File: src/rtl/key_debouncer_if.sv
// Key channel bundle: raw button pins in, conditioned level and event pulses out.
// The debouncer takes the slave side; whoever drives the pins takes the master side.
interface key_debouncer_if #(
    parameter int unsigned N_KEYS = 2
);
    logic [N_KEYS-1:0] key_raw;
    logic [N_KEYS-1:0] key_level;
    logic [N_KEYS-1:0] key_press;
    logic [N_KEYS-1:0] key_release;
    logic [N_KEYS-1:0] key_hold;

    modport master (
        output key_raw,
        input  key_level,
        input  key_press,
        input  key_release,
        input  key_hold
    );

    modport slave (
        input  key_raw,
        output key_level,
        output key_press,
        output key_release,
        output key_hold
    );
endinterface

File: src/rtl/key_debouncer.sv
// Per-key synchroniser, stable-sample debounce FSM and long-hold timer.
// Every output is a flop; channels share nothing but the clock and reset.
module key_debouncer #(
    parameter int unsigned N_KEYS      = 2,
    parameter int unsigned DEBOUNCE    = 20,
    parameter int unsigned HOLD_CYCLES = 1000,
    parameter bit          ACTIVE_LOW  = 1'b1
) (
    input logic            clk,
    input logic            rst,
    key_debouncer_if.slave kif
);

    localparam int unsigned CntW  = $clog2(DEBOUNCE + 1);
    localparam int unsigned HoldW = $clog2(HOLD_CYCLES + 1);

    localparam logic [CntW-1:0]  CntLast   = CntW'(DEBOUNCE - 1);
    localparam logic [CntW-1:0]  CntOne    = CntW'(1);
    localparam logic [HoldW-1:0] HoldSat   = HoldW'(HOLD_CYCLES);
    localparam logic [HoldW-1:0] HoldFire  = HoldW'(HOLD_CYCLES - 2);
    localparam logic [HoldW-1:0] HoldOne   = HoldW'(1);

    typedef enum logic [1:0] {
        StUp,
        StWaitDown,
        StDown,
        StWaitUp
    } state_e;

    for (genvar i = 0; i < N_KEYS; i++) begin : g_chan
        logic pin_pressed;
        logic s;

        logic sync1_q, sync1_d;
        logic sync2_q, sync2_d;

        state_e           state_q, state_d;
        logic [CntW-1:0]  cnt_q, cnt_d;
        logic [HoldW-1:0] hold_cnt_q, hold_cnt_d;

        logic level_q, level_d;
        logic press_q, press_d;
        logic release_q, release_d;
        logic hold_q, hold_d;

        // Normalise polarity before the synchroniser so reset (0) is always "released".
        assign pin_pressed = kif.key_raw[i] ^ ACTIVE_LOW;
        assign s           = sync2_q;

        always_comb begin
            sync1_d    = pin_pressed;
            sync2_d    = sync1_q;
            state_d    = state_q;
            cnt_d      = cnt_q;
            hold_cnt_d = hold_cnt_q;
            press_d    = 1'b0;
            release_d  = 1'b0;
            hold_d     = 1'b0;

            unique case (state_q)
                StUp: begin
                    if (s) begin
                        state_d = StWaitDown;
                        cnt_d   = CntOne;
                    end else begin
                        cnt_d = '0;
                    end
                end
                StWaitDown: begin
                    if (!s) begin
                        state_d = StUp;
                        cnt_d   = '0;
                    end else if (cnt_q == CntLast) begin
                        state_d    = StDown;
                        hold_cnt_d = '0;
                        press_d    = 1'b1;
                    end else begin
                        cnt_d = cnt_q + CntOne;
                    end
                end
                StDown: begin
                    if (!s) begin
                        state_d = StWaitUp;
                        cnt_d   = CntOne;
                    end
                end
                StWaitUp: begin
                    if (s) begin
                        state_d = StDown;
                        cnt_d   = '0;
                    end else if (cnt_q == CntLast) begin
                        state_d   = StUp;
                        release_d = 1'b1;
                    end else begin
                        cnt_d = cnt_q + CntOne;
                    end
                end
                default: begin
                    state_d = StUp;
                    cnt_d   = '0;
                end
            endcase

            // Hold time runs through release bounces; never fires on the release edge itself.
            if ((state_q == StDown || state_q == StWaitUp) && state_d != StUp) begin
                if (hold_cnt_q != HoldSat) begin
                    hold_cnt_d = hold_cnt_q + HoldOne;
                end
                if (hold_cnt_q == HoldFire) begin
                    hold_d = 1'b1;
                end
            end

            level_d = (state_d == StDown) || (state_d == StWaitUp);
        end

        always_ff @(posedge clk) begin
            if (rst) begin
                sync1_q    <= 1'b0;
                sync2_q    <= 1'b0;
                state_q    <= StUp;
                cnt_q      <= '0;
                hold_cnt_q <= '0;
                level_q    <= 1'b0;
                press_q    <= 1'b0;
                release_q  <= 1'b0;
                hold_q     <= 1'b0;
            end else begin
                sync1_q    <= sync1_d;
                sync2_q    <= sync2_d;
                state_q    <= state_d;
                cnt_q      <= cnt_d;
                hold_cnt_q <= hold_cnt_d;
                level_q    <= level_d;
                press_q    <= press_d;
                release_q  <= release_d;
                hold_q     <= hold_d;
            end
        end

        assign kif.key_level[i]   = level_q;
        assign kif.key_press[i]   = press_q;
        assign kif.key_release[i] = release_q;
        assign kif.key_hold[i]    = hold_q;
    end

endmodule

File: src/flat_wrapper.sv
// flat-port wrapper written by rule: the top's interface ports become plain ports
module key_debouncer_flat 
#(
    parameter int unsigned N_KEYS      = 2,
    parameter int unsigned DEBOUNCE    = 20,
    parameter int unsigned HOLD_CYCLES = 1000,
    parameter bit          ACTIVE_LOW  = 1'b1
)
  (clk, rst, kif_key_raw, kif_key_level, kif_key_press, kif_key_release, kif_key_hold);
  key_debouncer_if #(.N_KEYS(N_KEYS)) kif_i ();
  input logic clk;
  input logic rst;
  input wire logic [$bits(kif_i.key_raw)-1:0] kif_key_raw;
  output wire logic [$bits(kif_i.key_level)-1:0] kif_key_level;
  output wire logic [$bits(kif_i.key_press)-1:0] kif_key_press;
  output wire logic [$bits(kif_i.key_release)-1:0] kif_key_release;
  output wire logic [$bits(kif_i.key_hold)-1:0] kif_key_hold;
  assign kif_i.key_raw = kif_key_raw;
  assign kif_key_level = kif_i.key_level;
  assign kif_key_press = kif_i.key_press;
  assign kif_key_release = kif_i.key_release;
  assign kif_key_hold = kif_i.key_hold;
  key_debouncer #(.N_KEYS(N_KEYS), .DEBOUNCE(DEBOUNCE), .HOLD_CYCLES(HOLD_CYCLES), .ACTIVE_LOW(ACTIVE_LOW)) u_core (.clk(clk), .rst(rst), .kif(kif_i));
endmodule
File: config.mk
export PLATFORM = sky130hd
export DESIGN_NAME = key_debouncer_flat
export DESIGN_NICKNAME = d
export VERILOG_FILES = /design/src/rtl/key_debouncer_if.sv /design/src/rtl/key_debouncer.sv /design/src/flat_wrapper.sv
export SDC_FILE = /design/constraint.sdc
export NUM_CORES = 1
export LEC_CHECK = 0
export CORE_MARGIN = 3
export CORE_UTILIZATION = 40
export DETAILED_ROUTE_END_ITERATION = 8
export HOLD_SLACK_MARGIN = 0.08
export PLACE_DENSITY_LB_ADDON = 0.2
export SYNTH_ARGS = -nofsm -noshare
export SYNTH_HDL_FRONTEND = slang
export SYNTH_SLANG_ARGS = --single-unit
File: constraint.sdc
create_clock -name clk -period 4.9 [get_ports clk]
set_clock_uncertainty 0.15 [all_clocks]
set_input_delay 0.49 -clock clk [delete_from_list [all_inputs] [get_ports clk]]
set_output_delay 0.49 -clock clk [all_outputs]
set_load 0.05 [all_outputs]
==> results of run 1 <==
-- power by group --
group	total [mW]	internal (mW)	switching (mW)
Combinational	0.0172	0.00700	0.0102
Sequential	0.379	0.376	0.00325
Clock	0.220	0.0985	0.122
Total	0.616	0.481	0.135
-- logic make-up after synthesis --
| group | after synthesis | share of synthesized area, % |
|---|---|---|
| adders and majority gates | 8 | 4.17 |
| and+or+nand+nor | 120 | 28.7 |
| muxes | 1 | 0.417 |
| DFF | 46 | 38.4 |
| AOI/OAI and AO/OA | 70 | 19.4 |
| xor gates and xnor gates | 7 | 2.55 |
| buffers and inverters | 30 | 6.41 |
-- routing by layer --
layer,global-route usage (%),routed length (um),up-vias
li1,-,-,1046
met1,19.6,2610,910
met2,20.6,2010,15
met3,2.67,97,5
met4,4.24,40,0
met5,0,0,-
-- layout make-up --
class / instances / share of cell area (%)
Multi-Input combinational cell: 206 / 51.5
Clock buffer: 7 / 2.96
Timing Repair Buffer: 13 / 4.86
Inverter: 10 / 1.46
Tap cell: 72 / 3.50
Sequential cell: 46 / 35.8
-- critical path, delay by kind of cell --
| family | cells | cell delay, ns |
|---|---|---|
| simple gates | 1 | 0.27 |
| buf+inv | 2 | 0.62 |
| compound gates | 3 | 0.78 |
-- final timing paths --
path                                     to                       from  slack [ns]  cells past startpoint
max          u_core.g_chan[1].hold_cnt_q[6]                        rst        2.79                      6
min                      u_core.g_chan[1].s   u_core.g_chan[1].sync1_q        0.29                      1
max reg2reg  u_core.g_chan[0].hold_cnt_q[9]  u_core.g_chan[0].cnt_q[0]        2.79                      5
min reg2reg              u_core.g_chan[1].s   u_core.g_chan[1].sync1_q        0.29                      1
-- layout by cell type, fill, tap and decap left out, types with 3 or more instances in the layout --
cell type	instances
clkbuf_8	5
and2_1	3
a41oi_1	3
nand2_1	23
nand4_1	4
ha_1	8
and4_1	3
a211oi_1	3
o2111ai_1	3
or3_1	3
inv_1	10
nor2b_1	5
or4_1	5
clkdlybuf4s50_1	11
nand3_1	18
o21ai_0	13
a21oi_1	19
xor2_1	5
a31oi_1	9
nand3b_1	5
and3_1	9
dfxtp_1	46
nand2b_1	4
nor3_1	10
nor2_1	15
o211ai_1	7
-- flip-flops by register name, indices dropped and copies added (netlist names) --
name	cells
u_core.g_chan.release_q	2
u_core.g_chan.state_q	4
u_core.g_chan.press_q	2
u_core.g_chan.hold_cnt_q	20
u_core.g_chan.cnt_q	10
u_core.g_chan.hold_q	2
u_core.g_chan.s	2
u_core.g_chan.level_q	2
u_core.g_chan.sync1_q	2
-- metrics by stage --
stage	total power, mW	util, %
floorplan	0.399	-
detailed placement	0.405	44.3
global route	0.637	45.6
finish	0.616	45.6
CTS	0.625	45.6
global placement	0.405	44.3
==> flow_summary.yaml, run 1 <==
drt:
  ant_nets: 0
  drt_wl_total_mm: 4.75
  viasPerCell: 5.58
  drc_errors: 0
  dr.pass1.iters: 4
  vias: 1976
  dr.first_iter.drc_count: 109
  wl_per_cell_um: 13.4
clock_tree:
  cts.path.max_buffers: 2
  numCtsBuffers: 5
  ctsHoldBuffers: 0
  clockRootBuffer: "clkbuf_8"
  insertion_delay_ns: 0.29
  clk_pin_slew_ns: 0.09
  cts_resized: 0
  cts_sinks: 46
  cts_setup_buffers: 0
  cts_tree: "built"
  htreeDepth: 2
setup_path:
  slowest_delay_ns: 0.42
  cp_cell_sequence: "clkdlybuf4s50_1 -> buf_4 -> nand2b_1 -> a21oi_1 -> a41oi_1 -> a31oi_1"
  end_kind: "register"
  worstSetupStartpointType: "primary input"
  crit_arrival_ns: 2.18
  worst_ep_required_time_ns: 4.98
  path_max_fanout: 33
  crit_type: "primary input to register"
  critPathSlowestCell: "a21oi_1"
floorplanning:
  initial_utilization_pct: 42.5
  die_h_um: 83.5
  die_area_um2: 6960
  fp-row-count: 27
  die_w_um: 83.5
  ios: 12
  core-area_um2: 5640
sta:
  tightest_slew_ns: 0.617
  rsz0062_at_grt: "false"
  finalHoldViolCount: 0
  worst_slack_ns: 2.79
  finalSetupViolCount: 0
  timing.final.crit_share_pct: 43.0
  period_needed_ns: 2.11
  hold_slack_ns: 0.290
  max_freq_mhz: 475
  slew_viol_final: 0
  finalSetupTns_ns: 0
  relSlewSlack_pct: 58.5
yosys:
  synth_ff_type: "dfxtp_1"
  synth_common_cells: "46 x dfxtp_1, 23 x nand2_1, 19 x a21oi_1"
  syn_area_um2: 2400
  syn_area_per_cell_um2: 8.51
  yosys-top-cells-area: "dfxtp_1 38%, ha_1 4.2%, a21oi_1 4.0%"
  synth_enable_flop_cells: 0
  synthDistinctLibCells: 50
  syn_nets: 294
  yosysTopAreaCellShare_pct: 38.4
  synth-seq-cells: 46
  synth_most_common_cell: "dfxtp_1"
  synth_top_area_cell: "dfxtp_1"
  ys_warn_count: 0
  postSynthCellCount: 282
  ys_async_sr_fraction_pct: 0
  yosysSeqAreaShare_pct: 38.4
pwr:
  ir_worst_vdd_mv: 0.193
  power_per_cell_area_nw_per_um2: 239
  leakage_nw: 0.864
flow_run:
  drv_cap: 0
final_layout:
  drive_above_1_share_pct: 4.96
  regArea_um2: 921
  final_area_um2: 2570
  fillCellCount: 553
  areaGrowthSynthToFinish_pct: 7.30
  diodes: 0
  multi_input_comb_area_um2: 1330
  finalNonFillerCells: 354
  fin_nets: 294
global_routing:
  antenna_found_initial: 0
  grt_pass1_vias: 1811
  grt_usage_pct: 13.6
  grt_max_degree: 34
  grt_pass1_wl_mm: 8.14
  grt_overflow: 0
placed_design:
  gp_congestion: 0.803
  dp.cells: 347
  dp_slack_ns: 2.51
  hpwl_mm: 3.35
  port_buffers: 11
  placed_area_um2: 2500
status:
  outcome: "completed"
min_path:
  hp-class: "register to register"
(Power assumes the default switching activity.)
==> run 2: changes to the inputs <==
- clock period: 4.9 -> 1.79 ns (I/O delays scaled with it)
==> run 2 against run 1 <==
Net effect: largest cell class unchanged; power grew to 2.8 times the previous value; wire length grew 12%; via count grew 9.1%; critical endpoint is now u_core.g_chan[0].hold_cnt_q[5]; critical path type is now register to register; non-clock buffer count grew 36; hold slack lost 0.047 ns; combinational power grew to 4.1 times the previous value; setup slack lost 2.7 ns; sequential power grew to 2.7 times the previous value.
==> flow_summary.yaml, run 2 (same netlist as run 1, synthesis figures left out) <==
status:
  outcome: "completed"
setup_path:
  worst_ep_required_time_ns: 1.88
  r2r_start: "u_core.g_chan[0].cnt_q[1]"
  cp_cell_sequence: "ha_4 -> and4bb_4 -> a31o_4 -> or4_1 -> nand2_1"
  path_max_fanout: 3
  critPathCapture: "u_core.g_chan[0].hold_cnt_q[5]"
  r2r_setup_slack_ns: 0.07
  crit_start: "u_core.g_chan[0].cnt_q[1]"
  end_kind: "register"
  critPathSlowestCell: "or4_1"
  path_delay_family: "simple AND/OR/NAND/NOR gates"
  crit_type: "register to register"
  slowest_delay_ns: 0.50
  crit_arrival_ns: 1.81
  worst-path-buf-inv: 0
  rr_worst_depth: 5
  timing.rr.end: "u_core.g_chan[0].hold_cnt_q[5]"
  worstSetupStartpointType: "register"
  cp.depth: 5
sta:
  finalHoldViolCount: 0
  period_needed_ns: 1.72
  finalSetupViolCount: 0
  max_freq_mhz: 580
  tightest_slew_ns: 0.500
  hold_slack_ns: 0.243
  relSlewSlack_pct: 66.6
  worst_slack_ns: 0.0666
  slew_viol_final: 0
  timing.final.crit_share_pct: 96.3
  finalSetupTns_ns: 0
drt:
  vias: 2156
  ant_nets: 0
  dr.pass1.iters: 4
  viasPerCell: 5.53
  drt_wl_total_mm: 5.34
  drc_errors: 0
  wl_per_cell_um: 13.7
  dr.first_iter.drc_count: 98
clock_tree:
  cts.path.max_buffers: 2
  clk_pin_slew_ns: 0.08
  insertion_delay_ns: 0.29
  clockRootBuffer: "clkbuf_8"
  cts_sinks: 46
  numCtsBuffers: 5
  cts_setup_buffers: 0
  ctsHoldBuffers: 0
  htreeDepth: 2
  cts_tree: "built"
placed_design:
  gp_congestion: 0.879
  dp_slack_ns: -0.0666
  hpwl_mm: 3.76
  placed_area_um2: 2760
  port_buffers: 11
final_layout:
  top_register: "u_core.g_chan.hold_cnt_q"
  largest_register_ffs: 20
  diodes: 0
  areaGrowthSynthToFinish_pct: 23.9
  most-common-layout-cells: "39 x buf_4, 38 x dfxtp_1, 23 x nand2_1, 18 x a21oi_1, 18 x nand3_1"
  final_area_um2: 2970
  fin_nets: 330
  reg_top3: "u_core.g_chan.hold_cnt_q: 20 flops, u_core.g_chan.cnt_q: 10 flops, u_core.g_chan.state_q: 4 flops"
  drive_above_1_share_pct: 23.0
  final_common_cell: "buf_4"
floorplanning:
  fp-row-count: 27
  die_h_um: 83.5
  ios: 12
  initial_utilization_pct: 42.5
  core-area_um2: 5640
  die_area_um2: 6960
  die_w_um: 83.5
global_routing:
  grt_overflow: 0
  grt_usage_pct: 15.3
  grt_pass1_wl_mm: 9.00
  antenna_found_initial: 0
  grt_pass1_vias: 2008
  grt_max_degree: 15
pwr:
  totalPowerFinal_mw: 1.71
  leakage_nw: 1.07
  ir_worst_vdd_mv: 0.424
  power_per_cell_area_nw_per_um2: 576
flow_run:
  drv_cap: 0
min_path:
  hp-class: "primary input to register"
run 2: changes by cell type in the layout (fill, tap and decap cells not counted), moves of 3 or more:
cell and delta:
dfxtp_1 -8, clkdlybuf4s50_1 -3, dfxtp_2 +8, buf_4 +37
run 2: through the flow:
step / utilization, % / instances
after floorplan: - / 282
after global placement: 49.0 / 383
after detailed placement: 49.0 / 383
after CTS: 50.9 / 390
after global routing: 52.7 / 390
final: 52.7 / 390
run 2: power by group:
group | leakage, nW | switching (mW) | internal, mW
Clock | 0.0383 | 0.337 | 0.270
Combinational | 0.659 | 0.0382 | 0.0320
Sequential | 0.376 | 0.00577 | 1.03
Total | 1.07 | 0.381 | 1.33
run 2: what timing repair did:
action                                 in CTS  in global routing
pin swaps                                   0                  2
endpoints found under the hold margin       0                  0
resized for setup                           5                 26
setup endpoints to repair                   8                 24
run 2: area by class of cell:
| type | instances | area, um^2 |
|---|---|---|
| Sequential cell | 46 | 931 |
| Timing Repair Buffer | 49 | 397 |
| Tap cell | 72 | 90.1 |
| Inverter | 10 | 37.5 |
| Multi-Input combinational cell | 206 | 1440 |
| Fill cell | 531 | 2670 |
| Clock buffer | 7 | 76.3 |
run 2: worst min path at each step:
stage | to | cells past startpoint | slack [ns] | start
detailed placement | u_core.g_chan[0].s | 1 | 0.27 | u_core.g_chan[0].sync1_q
finish | u_core.g_chan[1].sync1_q | 2 | 0.24 | kif_key_raw[1]
CTS | u_core.g_chan[1].sync1_q | 2 | 0.25 | kif_key_raw[1]
global placement | u_core.g_chan[1].s | 1 | 0.27 | u_core.g_chan[1].sync1_q
floorplan | u_core.g_chan[0].sync1_q | 1 | 0.1 | kif_key_raw[0]
global route | u_core.g_chan[1].sync1_q | 2 | 0.23 | kif_key_raw[1]
run 2: metal layers:
| layer | vias up | share of wire [%] | routed length [um] | track usage (%) |
|---|---|---|---|---|
| li1 | 1114 | - | - | - |
| met1 | 1006 | 49 | 2630 | 20.2 |
| met2 | 31 | 47 | 2490 | 24.6 |
| met3 | 5 | 3.1 | 166 | 4.34 |
| met4 | 0 | 0.90 | 48 | 4.24 |
| met5 | - | 0 | 0 | 0 |
==> run 3: changes to the inputs <==
- SLEW_MARGIN: unset -> 30
==> results of run 3 <==
Final layout, timing and power as in run 2 (identical DEF).
